### src/rtl/debug_seg_display.sv
// debug_seg_display: channel-select, double-dabble/hex conversion and 7-seg scan; define DEBUG_SEG_LZB_EN for leading-zero blanking
module debug_seg_display #(
  parameter int WIDTH = 32,
  parameter int DIGITS = 8,
  parameter int CHANNELS = 4,
  parameter int REFRESH_DIV = 100000
) (
  input  logic                                          clk,
  input  logic                                          reset,
  input  logic [CHANNELS*WIDTH-1:0]                     ch_data,
  input  logic [((CHANNELS > 1) ? $clog2(CHANNELS) : 1)-1:0] ch_sel,
  input  logic                                          mode,
  input  logic                                          freeze,
  output logic [6:0]                                    SEG,
  output logic [DIGITS-1:0]                             AN,
  output logic                                          DP,
  output logic                                          busy
);
  localparam int SW = (CHANNELS > 1) ? $clog2(CHANNELS) : 1;
  localparam int ND = (WIDTH + 2) / 3;
  localparam int BW = 4 * ND;
  localparam int DW = 4 * DIGITS;
  localparam int XW = (BW > DW) ? BW : DW;
  localparam int CW = $clog2(WIDTH + 1);
  localparam int RW = $clog2(REFRESH_DIV);
  localparam int IW = (DIGITS > 1) ? $clog2(DIGITS) : 1;
  localparam logic [6:0] GLYPH [16] = '{7'h40, 7'h79, 7'h24, 7'h30, 7'h19, 7'h12, 7'h02, 7'h78,
                                        7'h00, 7'h10, 7'h08, 7'h03, 7'h46, 7'h21, 7'h06, 7'h0E};
  typedef enum logic [1:0] {IDLE, LOAD, SHIFT, DONE} state_t;
  state_t r_state, w_next;
  logic [WIDTH-1:0] r_bin;
  logic [BW-1:0] r_bcd, w_adj;
  logic [CW-1:0] r_cnt;
  logic r_mode, r_ovf, r_seen_unused;
  logic [SW-1:0] r_ch, r_disp_ch, w_sel;
  logic [DW-1:0] r_disp;
  logic [XW-1:0] w_val;
  logic w_ovf;
  logic [RW-1:0] r_refresh;
  logic [IW-1:0] r_idx;
  logic [3:0] w_nib;
  logic [DIGITS-1:0] w_blank;
  logic [6:0] r_seg;
  logic [DIGITS-1:0] r_an;
  logic r_dp;
  assign w_sel = (32'(ch_sel) < CHANNELS) ? ch_sel : '0;
  assign w_val = r_mode ? XW'(r_bin) : XW'(r_bcd);
  assign w_ovf = |(w_val >> DW);
  assign w_nib = r_disp[4*r_idx +: 4];
  assign busy = r_state != IDLE;
  assign SEG = r_seg;
  assign AN = r_an;
  assign DP = r_dp;
  assign r_seen_unused = 1'b0;
  // converter next state: hex skips SHIFT, decimal runs WIDTH iterations
  always_comb begin
    w_next = (r_state == IDLE)  ? (freeze ? IDLE : LOAD) :
             (r_state == LOAD)  ? (mode ? DONE : SHIFT) :
             (r_state == SHIFT) ? ((r_cnt == CW'(WIDTH - 1)) ? DONE : SHIFT) : IDLE;
  end
  // double-dabble correction: add 3 to every BCD nibble of 5 or more before shifting
  always_comb begin
    w_adj = r_bcd;
    for (int d = 0; d < ND; d++) w_adj[4*d +: 4] = (r_bcd[4*d +: 4] >= 4'd5) ? r_bcd[4*d +: 4] + 4'd3 : r_bcd[4*d +: 4];
  end
`ifdef DEBUG_SEG_LZB_EN
  logic w_seen;
  // blank every digit above the most significant nonzero one; digit 0 always shows
  always_comb begin
    w_blank = '0;
    w_seen = 1'b0;
    for (int d = DIGITS - 1; d > 0; d--) begin
      w_seen = w_seen | (r_disp[4*d +: 4] != 4'd0);
      w_blank[d] = ~w_seen;
    end
  end
`else
  assign w_blank = '0;
`endif
  // converter datapath; display register only written whole in DONE
  always_ff @(posedge clk) begin
    if (reset) begin
      r_state <= IDLE;
      r_bin <= '0;
      r_bcd <= '0;
      r_cnt <= '0;
      r_mode <= 1'b0;
      r_ch <= '0;
      r_disp <= '0;
      r_ovf <= 1'b0;
      r_disp_ch <= '0;
    end else begin
      r_state <= w_next;
      if (r_state == LOAD) begin
        r_bin <= ch_data[w_sel*WIDTH +: WIDTH];
        r_bcd <= '0;
        r_cnt <= '0;
        r_mode <= mode;
        r_ch <= w_sel;
      end
      if (r_state == SHIFT) begin
        {r_bcd, r_bin} <= {w_adj, r_bin} << 1;
        r_cnt <= r_cnt + 1'b1;
      end
      if (r_state == DONE) begin
        r_disp <= w_val[DW-1:0];
        r_ovf <= w_ovf;
        r_disp_ch <= r_ch;
      end
    end
  end
  // refresh divider and digit index
  always_ff @(posedge clk) begin
    if (reset) begin
      r_refresh <= '0;
      r_idx <= '0;
    end else if (r_refresh == RW'(REFRESH_DIV - 1)) begin
      r_refresh <= '0;
      r_idx <= (r_idx == IW'(DIGITS - 1)) ? '0 : r_idx + 1'b1;
    end else begin
      r_refresh <= r_refresh + 1'b1;
    end
  end
  // registered segment, anode and decimal-point drive for the current digit
  always_ff @(posedge clk) begin
    if (reset) begin
      r_seg <= 7'h7F;
      r_an <= '1;
      r_dp <= 1'b1;
    end else begin
      r_seg <= w_blank[r_idx] ? 7'h7F : GLYPH[w_nib];
      r_an <= ~(DIGITS'(1) << r_idx);
      r_dp <= ~(r_ovf | (32'(r_disp_ch) == 32'(r_idx)));
    end
  end
endmodule

### config.mk
export PLATFORM = sky130hd
export DESIGN_NAME = debug_seg_display
export DESIGN_NICKNAME = d
export VERILOG_FILES = /design/src/rtl/debug_seg_display.sv
export SDC_FILE = /design/constraint.sdc
export NUM_CORES = 1
export LEC_CHECK = 0
export ABC_AREA = 1
export ABC_CLOCK_PERIOD_IN_PS = 1600
export BUFFER_PORTS_ARGS = -buffer_cell sky130_fd_sc_hd__buf_4
export CAP_MARGIN = 20
export CORE_UTILIZATION = 52
export CTS_CLUSTER_DIAMETER = 100
export DETAILED_ROUTE_END_ITERATION = 10
export HOLD_SLACK_MARGIN = 0.1
export PLACE_DENSITY = 0.75
export RECOVER_POWER = 25
export SYNTH_ARGS = -nofsm -noshare
export SYNTH_HDL_FRONTEND = slang
export SYNTH_SLANG_ARGS = --single-unit
### constraint.sdc
create_clock -name clk -period 1.6 [get_ports clk]
set_input_delay 0 -clock clk [delete_from_list [all_inputs] [get_ports clk]]
set_output_delay 0 -clock clk [all_outputs]
set_load 0.01 [all_outputs]
==> flow_metrics.env <==
export IMPL_nFillCells=1328
export IMPL_setup_viol_count_final=1
export IMPL_vias=9666
export IMPL_fp_dieH_um=133.3
export IMPL_dp_hpwl_um=18310
export IMPL_multi_input_area_mm2=0.004911
export IMPL_post_drt_wl_per_cell_um=15.13
export IMPL_cts_buffers=17
export IMPL_syn_nets=1474
export IMPL_holdPathStages=5
export IMPL_route_detailed_drc=0
export IMPL_skew_ns=0.005975
export IMPL_track_usage_pct=29.66
export IMPL_grt_pass1_vias=9107
export IMPL_fmax_ghz=0.6206
export IMPL_dieArea_mm2=0.01777
export IMPL_antenna_found_initial=0
export IMPL_ys_ff_latch=158
export IMPL_grt_start_max_net_pins=82
export IMPL_violations="negative setup slack"
export IMPL_syn_area_per_cell_um2=6.896
export IMPL_drv_slew=0
export IMPL_holdWs_ns=0.1197
export IMPL_utilization_pct=72.19
export IMPL_min_to="r_bin[30]"
export IMPL_critical_path_required_ns=1.92
export IMPL_rr_endpoint="SEG[1]"
export IMPL_fin_ws_ns=-0.01129
export IMPL_start_util_pct=53.68
export IMPL_status="finished with violations"
export IMPL_core_mm2=0.01670
export IMPL_cp_arrival_ns=1.93
export IMPL_first_pass_iters=5
export IMPL_worst_slew_pin_slew_ns=0.4948
export IMPL_grt_ovfl_total=0
export IMPL_ys_seq_area_share_pct=35.28
export IMPL_yosys_warnings=0
export IMPL_reg2reg_depth=10
export IMPL_clk_latency_ns=0.43
export IMPL_r2r_setup_slack_ns=-0.01
export IMPL_synth_area_mm2=0.008965
export IMPL_cp_max_fo=8
export IMPL_postRouteAntennaNets=0
export IMPL_die_w_um=133.3
export IMPL_syn_inst=1300
export IMPL_drive_gt1_share_pct=19.15
export IMPL_place_gp_congestion=0.9158
export IMPL_rsz0062_at_grt="yes"
export IMPL_synth_cell_types=39
export IMPL_area_growth_pct=34.49
export IMPL_io_pins=151
export IMPL_end_kind="flip-flop"
export IMPL_wl_um=26560
export IMPL_grt_pass1_wl_um=42440
export IMPL_synth_top_family_by_area="compound AO/OA/AOI/OAI gates"
export IMPL_drv_cap=0
export IMPL_min_from="ch_data[126]"
export IMPL_synthMuxAreaShare_pct=0
export IMPL_synth_xor_area_share_pct=1.270
export IMPL_layout_nets=1696
export IMPL_worstSetupStartpointType="flip-flop"
export IMPL_clk_pin_slew_ns=0.06
export IMPL_hold_path_class="input port to flip-flop"
export IMPL_timing_rr_start="r_idx[0]"
export IMPL_clock_sinks=158
export IMPL_cp_startpoint="r_idx[0]"
export IMPL_via_per_inst=5.508
export IMPL_h_tree_depth=4
export IMPL_min_period_ns=1.611
export IMPL_synthAdderAreaFrac_pct=5.583
export IMPL_power_leakage_nw=4.979
export IMPL_synth_compound_area_share_pct=24.41
export IMPL_rows=47
export IMPL_slew_headroom_pct=66.76
export IMPL_layout_cells_non_filler=1755
export IMPL_vdd_drop_max_mv=0.6217
export IMPL_area_sequential_mm2=0.003173
export IMPL_clk_path_buf_depth=2
export IMPL_n_antenna_cell=0
export IMPL_cts_tree="done"
export IMPL_port_buffers=150
export IMPL_hold_viol=0
export IMPL_place_inst=1651
export IMPL_root_buffer="clkbuf_16"
export IMPL_path_class="flip-flop to flip-flop"
export IMPL_yosys_area_share_simple_pct=21.67
export IMPL_period_share_pct=100.7
export IMPL_powerDensity_mw_per_mm2=835.8
export IMPL_first_iter_violations=610
export IMPL_post_place_ws_ns=-0.001459
==> final cells by class <==
cell class / count / area share, %
repair buffers: 278 / 19.66
clock buffers: 20 / 3.622
well taps: 220 / 2.283
multi-input cells: 897 / 40.73
inverters: 170 / 5.396
flip-flops and latches: 158 / 26.32
clock inverters: 12 / 1.993
==> worst max-delay path, cell delays in order, from the launching register on <==
cell,delay [ns]
dfxtp_4,0.38
inv_8,0.08
nand2_1,0.05
nand3_1,0.09
nand2_2,0.08
o21ai_4,0.27
ha_1,0.29
nand3_2,0.08
nor2_1,0.05
nor2_1,0.08
nand2_1,0.05
==> how the worst max path moves through the flow <==
stage | depth (start not counted) | slack, ns | end
global placement | 10 | 0.02 | SEG[1]
detailed placement | 10 | -0.001 | SEG[1]
floorplan | 12 | 0.005 | SEG[1]
CTS | 11 | 0.0005 | SEG[0]
finish | 10 | -0.01 | SEG[1]
global route | 10 | -0.12 | SEG[1]
==> cells in the mapped netlist, drive strengths merged <==
| master | count | area, µm² |
|---|---|---|
| o211ai | 45 | 337.8 |
| xor2 | 12 | 105.1 |
| clkbuf | 39 | 146.4 |
| buf | 37 | 269.0 |
| o21ai | 144 | 724.4 |
| a32o | 1 | 10.01 |
| nor4 | 1 | 6.260 |
| nand4 | 9 | 56.30 |
| ha | 40 | 500.5 |
| inv | 168 | 633.1 |
| nor2 | 130 | 495.5 |
| nand3 | 59 | 335.3 |
| dfxtp | 158 | 3163 |
| xnor2 | 1 | 8.760 |
| o22ai | 49 | 306.5 |
| a21oi | 149 | 749.5 |
| nor3 | 18 | 122.6 |
| clkinv | 2 | 7.510 |
| a31oi | 8 | 50.05 |
| nand2 | 215 | 837.1 |
| nor3b | 2 | 15.01 |
| a41o | 1 | 10.01 |
| or2 | 12 | 75.08 |
==> state kept, by name (all words and copies together), names as in the netlist <==
name	count
r_bin	32
r_ch	2
r_bcd	44
DP	1
r_cnt	6
SEG	7
r_disp_ch	2
r_refresh	17
r_state	2
AN	8
r_idx	3
r_mode	1
r_ovf	1
r_disp	32
==> layer usage <==
layer	track usage (%)	vias up	part of all wire [%]
li1	-	4770	-
met1	35.17	4460	41
met2	51.33	369	50
met3	5.479	67	5.7
met4	14.65	0	3.8
met5	0	-	0
==> power breakdown <==
group | leakage, nW | switching [mW] | total (mW) | internal (mW)
registers | 1.28 | 0.0509 | 4.06 | 4.01
logic | 3.37 | 0.662 | 1.34 | 0.678
clock network | 0.324 | 1.60 | 4.67 | 3.07
==> cells in the final DEF (no fill, tap or decap), types with 3 or more instances in the layout <==
master,count
o211ai_1,45
xor2_1,12
nand3_1,46
buf_4,181
dlygate4sd3_1,64
nand3_4,3
nand2_2,8
nor3_2,3
buf_12,12
clkbuf_1,19
inv_2,7
nand4_1,9
o21ai_0,129
buf_6,4
clkbuf_16,18
o21ai_1,14
ha_1,34
clkinv_2,3
or2_2,11
nand3_2,10
dfxtp_1,154
o22ai_1,49
inv_1,158
bufinv_16,7
nor3_1,13
a31oi_1,8
nand2_1,202
a21oi_1,148
nand2_4,5
nor2_1,128
ha_4,4
==> per-stage QoR <==
stage	power, mW	instance area (µm²)	setup TNS [ns]
after floorplan	4.717	8999	0
after global placement	5.255	10560	0
after detailed placement	5.267	10560	-0.001459
after CTS	10.08	11900	0
after global routing	10.43	12060	-0.5668
final	10.08	12060	-0.01129
==> what timing repair did <==
action,4_1_cts,5_1_grt
hold endpoints to repair,54,0
hold buffers,64,0
endpoints found under the setup margin,6,47
cloned,0,2
pin swaps,2,12
gates resized for setup,1,41
setup buffers,1,5
==> cell families after synthesis <==
family,count (synthesis)
xor+xnor,13
compound gates,397
fa+ha+maj,40
flops,158
buf+inv,246
simple gates,446
Power figures use the tool's default switching activity.
